**src/rtl/l2_tlb_search_ctrl.sv**
```systemverilog
// ---------------------------------------------------------------------------
// l2_tlb_search_ctrl
//
// Controls one dual-port L2 TLB check RAM.
// - Lookups: the set index comes from the lookup address. The controller sweeps
//   every offset of that set. Each cycle it reads half 0 on port 0 and half 1
//   on port 1. It stops at the first hit, or declares a miss after the last
//   offset has been compared. The response is then held until it is consumed.
// - Config writes: single-cycle writes into the RAM through port 0. They are
//   accepted only in IDLE, and they win over a lookup offered in the same cycle.
//
// Handshakes: a transfer on lookup_*, cfg_* or resp_* happens in any cycle
// where valid and ready are both high at the rising clock edge. A valid
// request must stay stable until it is accepted. resp_valid_o stays high, with
// stable fields, until resp_ready_i is seen.
//
// Ports
//   clk_i, rst_ni            clock, asynchronous active-low reset
//   lookup_*                 lookup request (address, read/write type)
//   cfg_*                    config write request (RAM address, data)
//   resp_*                   held lookup response
//   ram_we_o .. offset_addr_d_o   control and addresses driven to the check RAM
//   hit_i .. hit_addr_i      compare results from the check RAM (1-cycle latency)
//   dbg_state_o              current FSM state (0 IDLE, 1 SEARCH, 2 DONE)
// ---------------------------------------------------------------------------
module l2_tlb_search_ctrl #(
  parameter int ADDR_WIDTH   = 32,
  parameter int PAGE_SIZE    = 4096,
  parameter int SET_WIDTH    = 5,
  parameter int OFFSET_WIDTH = 4,
  localparam int IGNORE_LSB  = $clog2(PAGE_SIZE),
  localparam int RAM_AW      = SET_WIDTH + OFFSET_WIDTH + 1
) (
  input  logic                    clk_i,
  input  logic                    rst_ni,
  input  logic                    lookup_valid_i,
  output logic                    lookup_ready_o,
  input  logic [ADDR_WIDTH-1:0]   lookup_addr_i,
  input  logic                    lookup_rw_i,
  input  logic                    cfg_valid_i,
  output logic                    cfg_ready_o,
  input  logic [RAM_AW-1:0]       cfg_addr_i,
  input  logic [31:0]             cfg_wdata_i,
  output logic                    resp_valid_o,
  input  logic                    resp_ready_i,
  output logic                    resp_hit_o,
  output logic                    resp_multi_o,
  output logic                    resp_prot_o,
  output logic                    resp_master_o,
  output logic [RAM_AW-1:0]       resp_hit_addr_o,
  output logic                    ram_we_o,
  output logic [RAM_AW-1:0]       port0_addr_o,
  output logic [RAM_AW-1:0]       port1_addr_o,
  output logic [31:0]             ram_wdata_o,
  output logic [ADDR_WIDTH-1:0]   in_addr_o,
  output logic                    rw_type_o,
  output logic                    searching_o,
  output logic                    start_search_o,
  output logic                    send_outputs_o,
  output logic [OFFSET_WIDTH-1:0] offset_addr_d_o,
  input  logic                    hit_i,
  input  logic                    multi_hit_i,
  input  logic                    prot_i,
  input  logic                    master_i,
  input  logic [RAM_AW-1:0]       hit_addr_i,
  output logic [1:0]              dbg_state_o
);

  typedef enum logic [1:0] {
    S_IDLE   = 2'd0,
    S_SEARCH = 2'd1,
    S_DONE   = 2'd2
  } state_t;

  localparam logic [OFFSET_WIDTH-1:0] CNT_MAX = {OFFSET_WIDTH{1'b1}};

  state_t                  state_q, state_d;
  logic [ADDR_WIDTH-1:0]   addr_q;
  logic                    rw_q;
  logic [SET_WIDTH-1:0]    set_q;
  logic [OFFSET_WIDTH-1:0] cnt_q;
  logic                    issue_q;   // cnt_q is an offset still to be issued
  logic                    search_q;  // RAM compare result is valid this cycle
  logic [OFFSET_WIDTH-1:0] off_d_q;
  logic                    last_d_q;  // the compare this cycle is for the last offset
  logic                    hit_q, multi_q, prot_q, master_q;
  logic [RAM_AW-1:0]       hit_addr_q;

  logic lookup_fire;
  logic search_end;

  assign lookup_fire = lookup_valid_i & lookup_ready_o;
  // A hit on the last-offset compare wins over the miss.
  assign search_end  = search_q & (hit_i | last_d_q);

  // ---- state register ----
  always_ff @(posedge clk_i or negedge rst_ni) begin
    if (!rst_ni) state_q <= S_IDLE;
    else         state_q <= state_d;
  end

  // ---- next state ----
  always_comb begin
    state_d = state_q;
    case (state_q)
      S_IDLE:   if (lookup_fire)  state_d = S_SEARCH;
      S_SEARCH: if (search_end)   state_d = S_DONE;
      S_DONE:   if (resp_ready_i) state_d = S_IDLE;
      default:                    state_d = S_IDLE;
    endcase
  end

  // ---- datapath: request capture, offset sweep, result capture ----
  always_ff @(posedge clk_i or negedge rst_ni) begin
    if (!rst_ni) begin
      addr_q     <= '0;
      rw_q       <= 1'b0;
      set_q      <= '0;
      cnt_q      <= '0;
      issue_q    <= 1'b0;
      search_q   <= 1'b0;
      off_d_q    <= '0;
      last_d_q   <= 1'b0;
      hit_q      <= 1'b0;
      multi_q    <= 1'b0;
      prot_q     <= 1'b0;
      master_q   <= 1'b0;
      hit_addr_q <= '0;
    end else begin
      case (state_q)
        S_IDLE: begin
          if (lookup_fire) begin
            addr_q   <= lookup_addr_i;
            rw_q     <= lookup_rw_i;
            set_q    <= lookup_addr_i[IGNORE_LSB +: SET_WIDTH];
            cnt_q    <= '0;
            issue_q  <= 1'b1;
            search_q <= 1'b0;
            last_d_q <= 1'b0;
          end
        end
        S_SEARCH: begin
          if (search_end) begin
            issue_q    <= 1'b0;
            search_q   <= 1'b0;
            hit_q      <= hit_i;
            multi_q    <= hit_i & multi_hit_i;
            prot_q     <= hit_i & prot_i;
            master_q   <= hit_i & master_i;
            hit_addr_q <= hit_i ? hit_addr_i : '0;
          end else begin
            // The compare for an offset arrives one cycle after the offset is issued.
            search_q <= issue_q;
            if (issue_q) begin
              off_d_q  <= cnt_q;
              last_d_q <= (cnt_q == CNT_MAX);
              // The counter stops at the last offset; it never wraps.
              if (cnt_q == CNT_MAX) issue_q <= 1'b0;
              else                  cnt_q   <= cnt_q + 1'b1;
            end
          end
        end
        default: ;
      endcase
    end
  end

  // ---- outputs ----
  always_comb begin
    lookup_ready_o  = 1'b0;
    cfg_ready_o     = 1'b0;
    ram_we_o        = 1'b0;
    port0_addr_o    = '0;
    port1_addr_o    = '0;
    ram_wdata_o     = '0;
    start_search_o  = 1'b0;
    send_outputs_o  = 1'b0;
    resp_valid_o    = 1'b0;
    resp_hit_o      = 1'b0;
    resp_multi_o    = 1'b0;
    resp_prot_o     = 1'b0;
    resp_master_o   = 1'b0;
    resp_hit_addr_o = '0;
    case (state_q)
      S_IDLE: begin
        // The readies are gated by reset so that every output reads 0 while reset is held.
        if (rst_ni) begin
          cfg_ready_o    = 1'b1;
          lookup_ready_o = ~cfg_valid_i;
          if (cfg_valid_i) begin
            ram_we_o     = 1'b1;
            port0_addr_o = cfg_addr_i;
            ram_wdata_o  = cfg_wdata_i;
          end
        end
      end
      S_SEARCH: begin
        if (issue_q) begin
          port0_addr_o   = {1'b0, set_q, cnt_q};
          port1_addr_o   = {1'b1, set_q, cnt_q};
          start_search_o = (cnt_q == '0);
        end
      end
      S_DONE: begin
        resp_valid_o    = 1'b1;
        resp_hit_o      = hit_q;
        resp_multi_o    = multi_q;
        resp_prot_o     = prot_q;
        resp_master_o   = master_q;
        resp_hit_addr_o = hit_addr_q;
        send_outputs_o  = resp_ready_i;
      end
      default: ;
    endcase
  end

  assign in_addr_o       = addr_q;
  assign rw_type_o       = rw_q;
  assign searching_o     = search_q;
  assign offset_addr_d_o = off_d_q;
  assign dbg_state_o     = state_q;

endmodule

```
**config.mk**
```make
export PLATFORM = sky130hd
export DESIGN_NAME = l2_tlb_search_ctrl
export DESIGN_NICKNAME = d
export VERILOG_FILES = /design/src/rtl/l2_tlb_search_ctrl.sv
export SDC_FILE = /design/constraint.sdc
export NUM_CORES = 1
export LEC_CHECK = 0
export CAP_MARGIN = 20
export CORE_UTILIZATION = 35
export CTS_CLUSTER_SIZE = 30
export DETAILED_ROUTE_END_ITERATION = 8
export GPL_TIMING_DRIVEN = 0
export PLACE_DENSITY = 0.93
export SETUP_SLACK_MARGIN = 0.5
export SLEW_MARGIN = 25
export SYNTH_ARGS = -nofsm -noshare
export SYNTH_HDL_FRONTEND = slang
export SYNTH_SLANG_ARGS = --single-unit
```
**constraint.sdc**
```tcl
create_clock -name clk_i -period 1.64 [get_ports clk_i]
set_input_delay 0.164 -clock clk_i [delete_from_list [all_inputs] [get_ports clk_i]]
set_output_delay 0.164 -clock clk_i [all_outputs]
set_load 0.03 [all_outputs]
```
Word level (Yosys, flattened, before mapping)
Index checks and enable logic that the tools add are counted.
{ "word_totals": {"reg_bits": 65, "mem_count": 0, "latchBits": 0, "output_inout_bits": 112, "in_bits": 94, "mem_bits_ro": 0, "ram_bits": 0} }
{ "op_classes": {"n_shift": 0, "mul": 0, "div_mod_pow": 0, "reduce_logical": 10, "muxes": 46, "order_cmp": 0, "bitwise_logic": 8, "addsub": 1, "n_eq_ne": 9} }
{ "op_table": {"columns": ["op", "n"], "rows": [
  ["$mux W32", 3],
  ["$mux W10", 6],
  ["$mux W1", 23],
  ["$pmux W10 S2", 1],
  ["$mux W4", 4],
  ["$ne A2 B2 Y1 const B", 6],
  ["$mux W9", 1],
  ["$pmux W4 S2", 1],
  ["$mux W2", 3],
  ["$pmux W1 S2", 3],
  ["$pmux W2 S3", 1],
  ["$reduce_and A2 Y1", 3],
  ["$reduce_and A3 Y1", 2],
  ["$and A1 B1 Y1", 5],
  ["$reduce_and A5 Y1", 1],
  ["$add A4 B1 Y4 const B", 1],
  ["$eq A4 B4 Y1 const B", 1],
  ["$logic_not A4 Y1", 1],
  ["$reduce_and A4 Y1", 1],
  ["$eq A2 B1 Y1 const B", 1],
  ["$eq A2 B2 Y1 const B", 1],
  ["$logic_not A2 Y1", 1],
  ["$not A1 Y1", 2],
  ["$reduce_bool A2 Y1", 1],
  ["$or A1 B1 Y1", 1]
]} }

Logic depth before layout (Yosys ltp)
{ "logic_depth": {"depth_word": 6, "mapped_depth": 6, "ltp_nobuf": 5} }

Least setup slack after synthesis
OpenSTA, ideal clock, no wires.
{ "synth_path": {"path_kind": "reg-to-output", "from": "register state_q[0] (netlist: dbg_state_o[0])", "to": "output port0_addr_o[1]", "path_buffers": 1, "t_arrival_ps": 1911, "stages_incl_launch_ff": 5, "setup_slack_ps": -435, "cell_sequence": "dfrtp_1 and3b_1 clkbuf_1 and2_1 a21o_1"} }
{ "synth_via": {"elab_chain_cells": 2} }
{ "synth_lines": {"columns": ["item", "line_no", "text"], "rows": [
  ["start, declared", "77", "state_t state_q, state_d;"],
  ["start signal, assigned", "99", "else state_q <= state_d;"],
  ["$eq A2 B1 Y1 / $logic_not A2 Y1 (equally long branches)", "184", "case (state_q)"],
  ["$pmux W10 S2 *", "184", null],
  ["end, declared", "52", "output logic [RAM_AW-1:0] port0_addr_o,"]
]} }
Every way passes the cells marked *; elsewhere a longest branch is shown, timed or not.

Worst setup path after layout
Same ends and word-level chain as after synthesis.

==> out/metrics.csv <==
stage,metric,value,unit
outcome,status,finished with violations,
outcome,violated checks,"negative hold slack, negative setup slack",
layout,Final Cell Area,6454,sq um
detailed_routing,routed vias/inst,5.115,
logic_synthesis,synthesis warning total,0,
sta,Hold Fails Final Rpt,60,
global_routing,number of antenna violations at the first check in global routing,0,
setup_path,"Slowest-stage cell, CP",dfrtp_2,
setup_path,crit path max fanout,7,
clock_tree,CTS buffer count,9,
die,Die ar.,8710,sq um
logic_synthesis,Post-Syn Instances,343,
sta,RSZ-0062 raised after global routing,true,
clock_tree,H-tree depth,3,
power_and_ir_drop,Leak,3.226,nW
logic_synthesis,Synth top cells by count,"nand2_1, dfrtp_1, and3_1",
detailed_routing,routed len/inst,18.85,um
detailed_routing,initial drt markers,129,
layout,area growth from synthesis to layout,121.1,%
sta,final setup TNS,-18.06,ns
logic_synthesis,most numerous cell in the Yosys netlist,nand2_1,
die,core area,7888,sq um
setup_path,FF-to-FF Start,dbg_state_o[1],
job,Max-cap violations,0,
sta,Slew Limit Headroom,68.43,%
global_routing,pin count of the biggest net entering global routing,42,
setup_path,crit path launch,dbg_state_o[0],
die,chip width,93.33,um
layout,layout cells sized above 1,53.88,%
setup_path,CP Class,flip-flop to output pin,
logic_synthesis,count of different cell masters after synthesis,33,
detailed_routing,DRC,0,
sta,fmax,522.6,MHz
logic_synthesis,"EDFF count, synth",0,
place,IO buf count,204,
clock_tree,CTS tree,built,
die,Die H,93.33,um
sta,Fin Hold WS,-0.2132,ns
setup_path,Setup crit end kind,output pin,
sta,clk_skew,0.008685,ns
clock_tree,"Hold-fix buffers, CTS",1,
place,routability cong.,0.7717,
layout,number of antenna diodes,0,
logic_synthesis,"Avg Cell Area, Syn",8.510,sq um
logic_synthesis,Post-Syn Nets,439,
setup_path,critical path's top delay family,flip-flops,
global_routing,vias in the first global route,3678,
setup_path,CP max stage delay,0.46,ns
clock_tree,Clock Root Buffer,clkbuf_8,
logic_synthesis,Synth Flop Type,dfrtp_1,
clock_tree,Max Root-Sink Buffers,2,
setup_path,CP required,1.48,ns
layout,Fillers,432,
die,Core Rows,32,
setup_path,critical-path cell list,nor3b_4 > buf_6 > and2_4 > buf_8 > a21o_1 > buf_6,
power_and_ir_drop,Worst VDD drop,1.030,mV
sta,Worst Tran Pin Value,0.4735,ns
detailed_routing,Final ANT Viol Nets,0,
clock_tree,clk slew on worst S/H paths,0.07,ns
logic_synthesis,Post-synth ARST share,100.0,%
detailed_routing,final wirelength,13.57,mm
logic_synthesis,Yosys reg bits,60,
sta,fin. max-slew vios,0,
logic_synthesis,synth top area cells,"dfrtp_1, nand2_1, and3_1",
logic_synthesis,post-synthesis sequential area ratio,51.44,%
detailed_routing,vias,3683,
setup_path,"Buf+Inv Stages, Crit Path",3,
place,Post-DP HPWL,7.641,mm
sta,fin crit period,1.913,ns
logic_synthesis,"area leader, netlist",dfrtp_1,
place,Post-DP Area,5333,sq um
logic_synthesis,Synth top area share,51.44,%
layout,nets,710,
clock_tree,worst skew pair latency,0.34,ns
clock_tree,TritonCTS Sinks,60,
die,IO Count,206,
die,Initial Util,37.01,%
detailed_routing,Pre-antenna DRT Iters,4,
setup_path,Crit path top cell by count,buf_6,
global_routing,All-Layer GR Usage,27.51,%
global_routing,GR Overflow Total,0,
min_path,Hold Crit Class,input port to asynchronous set/reset pin,
setup_path,startpoint class of the critical path,flip-flop,
power_and_ir_drop,Pwr per Cell Area,1414,nW/um^2
sta,Final setup viols,123,
sta,final worst slack,-0.2734,ns
setup_path,critical path arrival,1.75,ns
sta,final period utilization,116.7,%
logic_synthesis,Netlist Area Pre-Place,2919,sq um
global_routing,first-pass GRT wire length,18.29,mm
## through the flow
stage | util, % | instances | hold WS [ns] | power (mW) | setup slack (ns)
after floorplan | - | 343 | -0.1316 | 5.134 | -0.2189
after global placement | 67.39 | 649 | 0.4538 | 6.975 | -3.058
after detailed placement | 67.61 | 650 | 0.07547 | 7.137 | -1.008
after CTS | 77.47 | 703 | -0.2097 | 8.593 | -0.2381
after global routing | 81.82 | 720 | -0.2017 | 9.586 | -0.3406
final | 81.82 | 720 | -0.2132 | 9.129 | -0.2734
## path summary, 6_finish.rpt
path,to,depth (start not counted),slack [ns]
setup / recovery,port0_addr_o[1],6,-0.27
hold / removal,hit_addr_q[3],2,-0.21
setup reg to reg,cnt_q[0],6,-0.24
hold reg to reg,in_addr_o[17],2,0.48
max in group asynchronous,in_addr_o[3],2,1.42
min in group clk_i,master_q,3,0.25
## cell type report
class | count | area [sq um] | area share [%]
Clock buffer | 10 | 127.6 | 1.978
Tap cell | 102 | 127.6 | 1.978
Clock inverter | 5 | 30.03 | 0.4653
Multi-Input combinational cell | 257 | 1828 | 28.32
Buffer | 21 | 255.2 | 3.955
Sequential cell | 60 | 1505 | 23.32
Inverter | 5 | 18.77 | 0.2908
Timing Repair Buffer | 260 | 2561 | 39.69
## cell families after synthesis
group | after synthesis | synth area share (%)
AOI/OAI and AO/OA | 39 | 8.358
adders and majority gates | 2 | 0.8571
buffers and inverters | 26 | 3.600
DFF | 60 | 51.44
muxes | 2 | 0.7715
and+or+nand+nor | 214 | 34.98
## power breakdown
part	switching, mW	internal, mW
clock	0.596	0.532
sequential	0.456	2.15
combinational	3.08	2.31
total	4.14	4.99
## what timing repair did
item,4_1_cts,5_1_grt
hold endpoints to repair,21,60
endpoints found under the setup margin,172,137
cloned,9,2
setup buffers,28,15
pin swaps,54,35
resized for setup,806,72
## cell usage in the layout (no fill, tap or decap), types with 3 or more instances in the layout
cell type and count:
buf_16 4, clkbuf_1 4, clkdlybuf4s50_1 91, and3_4 25, dfrtp_2 3, and2_4 18, buf_4 26, o21ai_0 8
nand2_2 34, clkbuf_8 12, buf_6 94, nand2_4 9, and2_2 8, a21o_4 8, clkbuf_4 4, buf_2 37
nand2_1 90, dfrtp_1 57, inv_1 5, clkinv_2 3, o21ai_1 9, and3_2 9, buf_8 13
## registers in the layout, summed over array words and instances (netlist names)
name / flops
cnt_q: 4
dbg_state_o: 2
hit_addr_q: 10
hit_q: 1
in_addr_o: 32
issue_q: 1
last_d_q: 1
master_q: 1
multi_q: 1
offset_addr_d_o: 4
prot_q: 1
rw_type_o: 1
searching_o: 1
## per-layer routing
| layer | wire (um) | GRT usage, % | vias to the layer above |
|---|---|---|---|
| met4 | 609 | 11.67 | 0 |
| met3 | 905 | 7.398 | 51 |
| li1 | - | - | 1667 |
| met1 | 4883 | 29.74 | 1780 |
| met2 | 7174 | 50.25 | 185 |
| met5 | 0 | 0 | - |
Power figures use the tool's default switching activity.
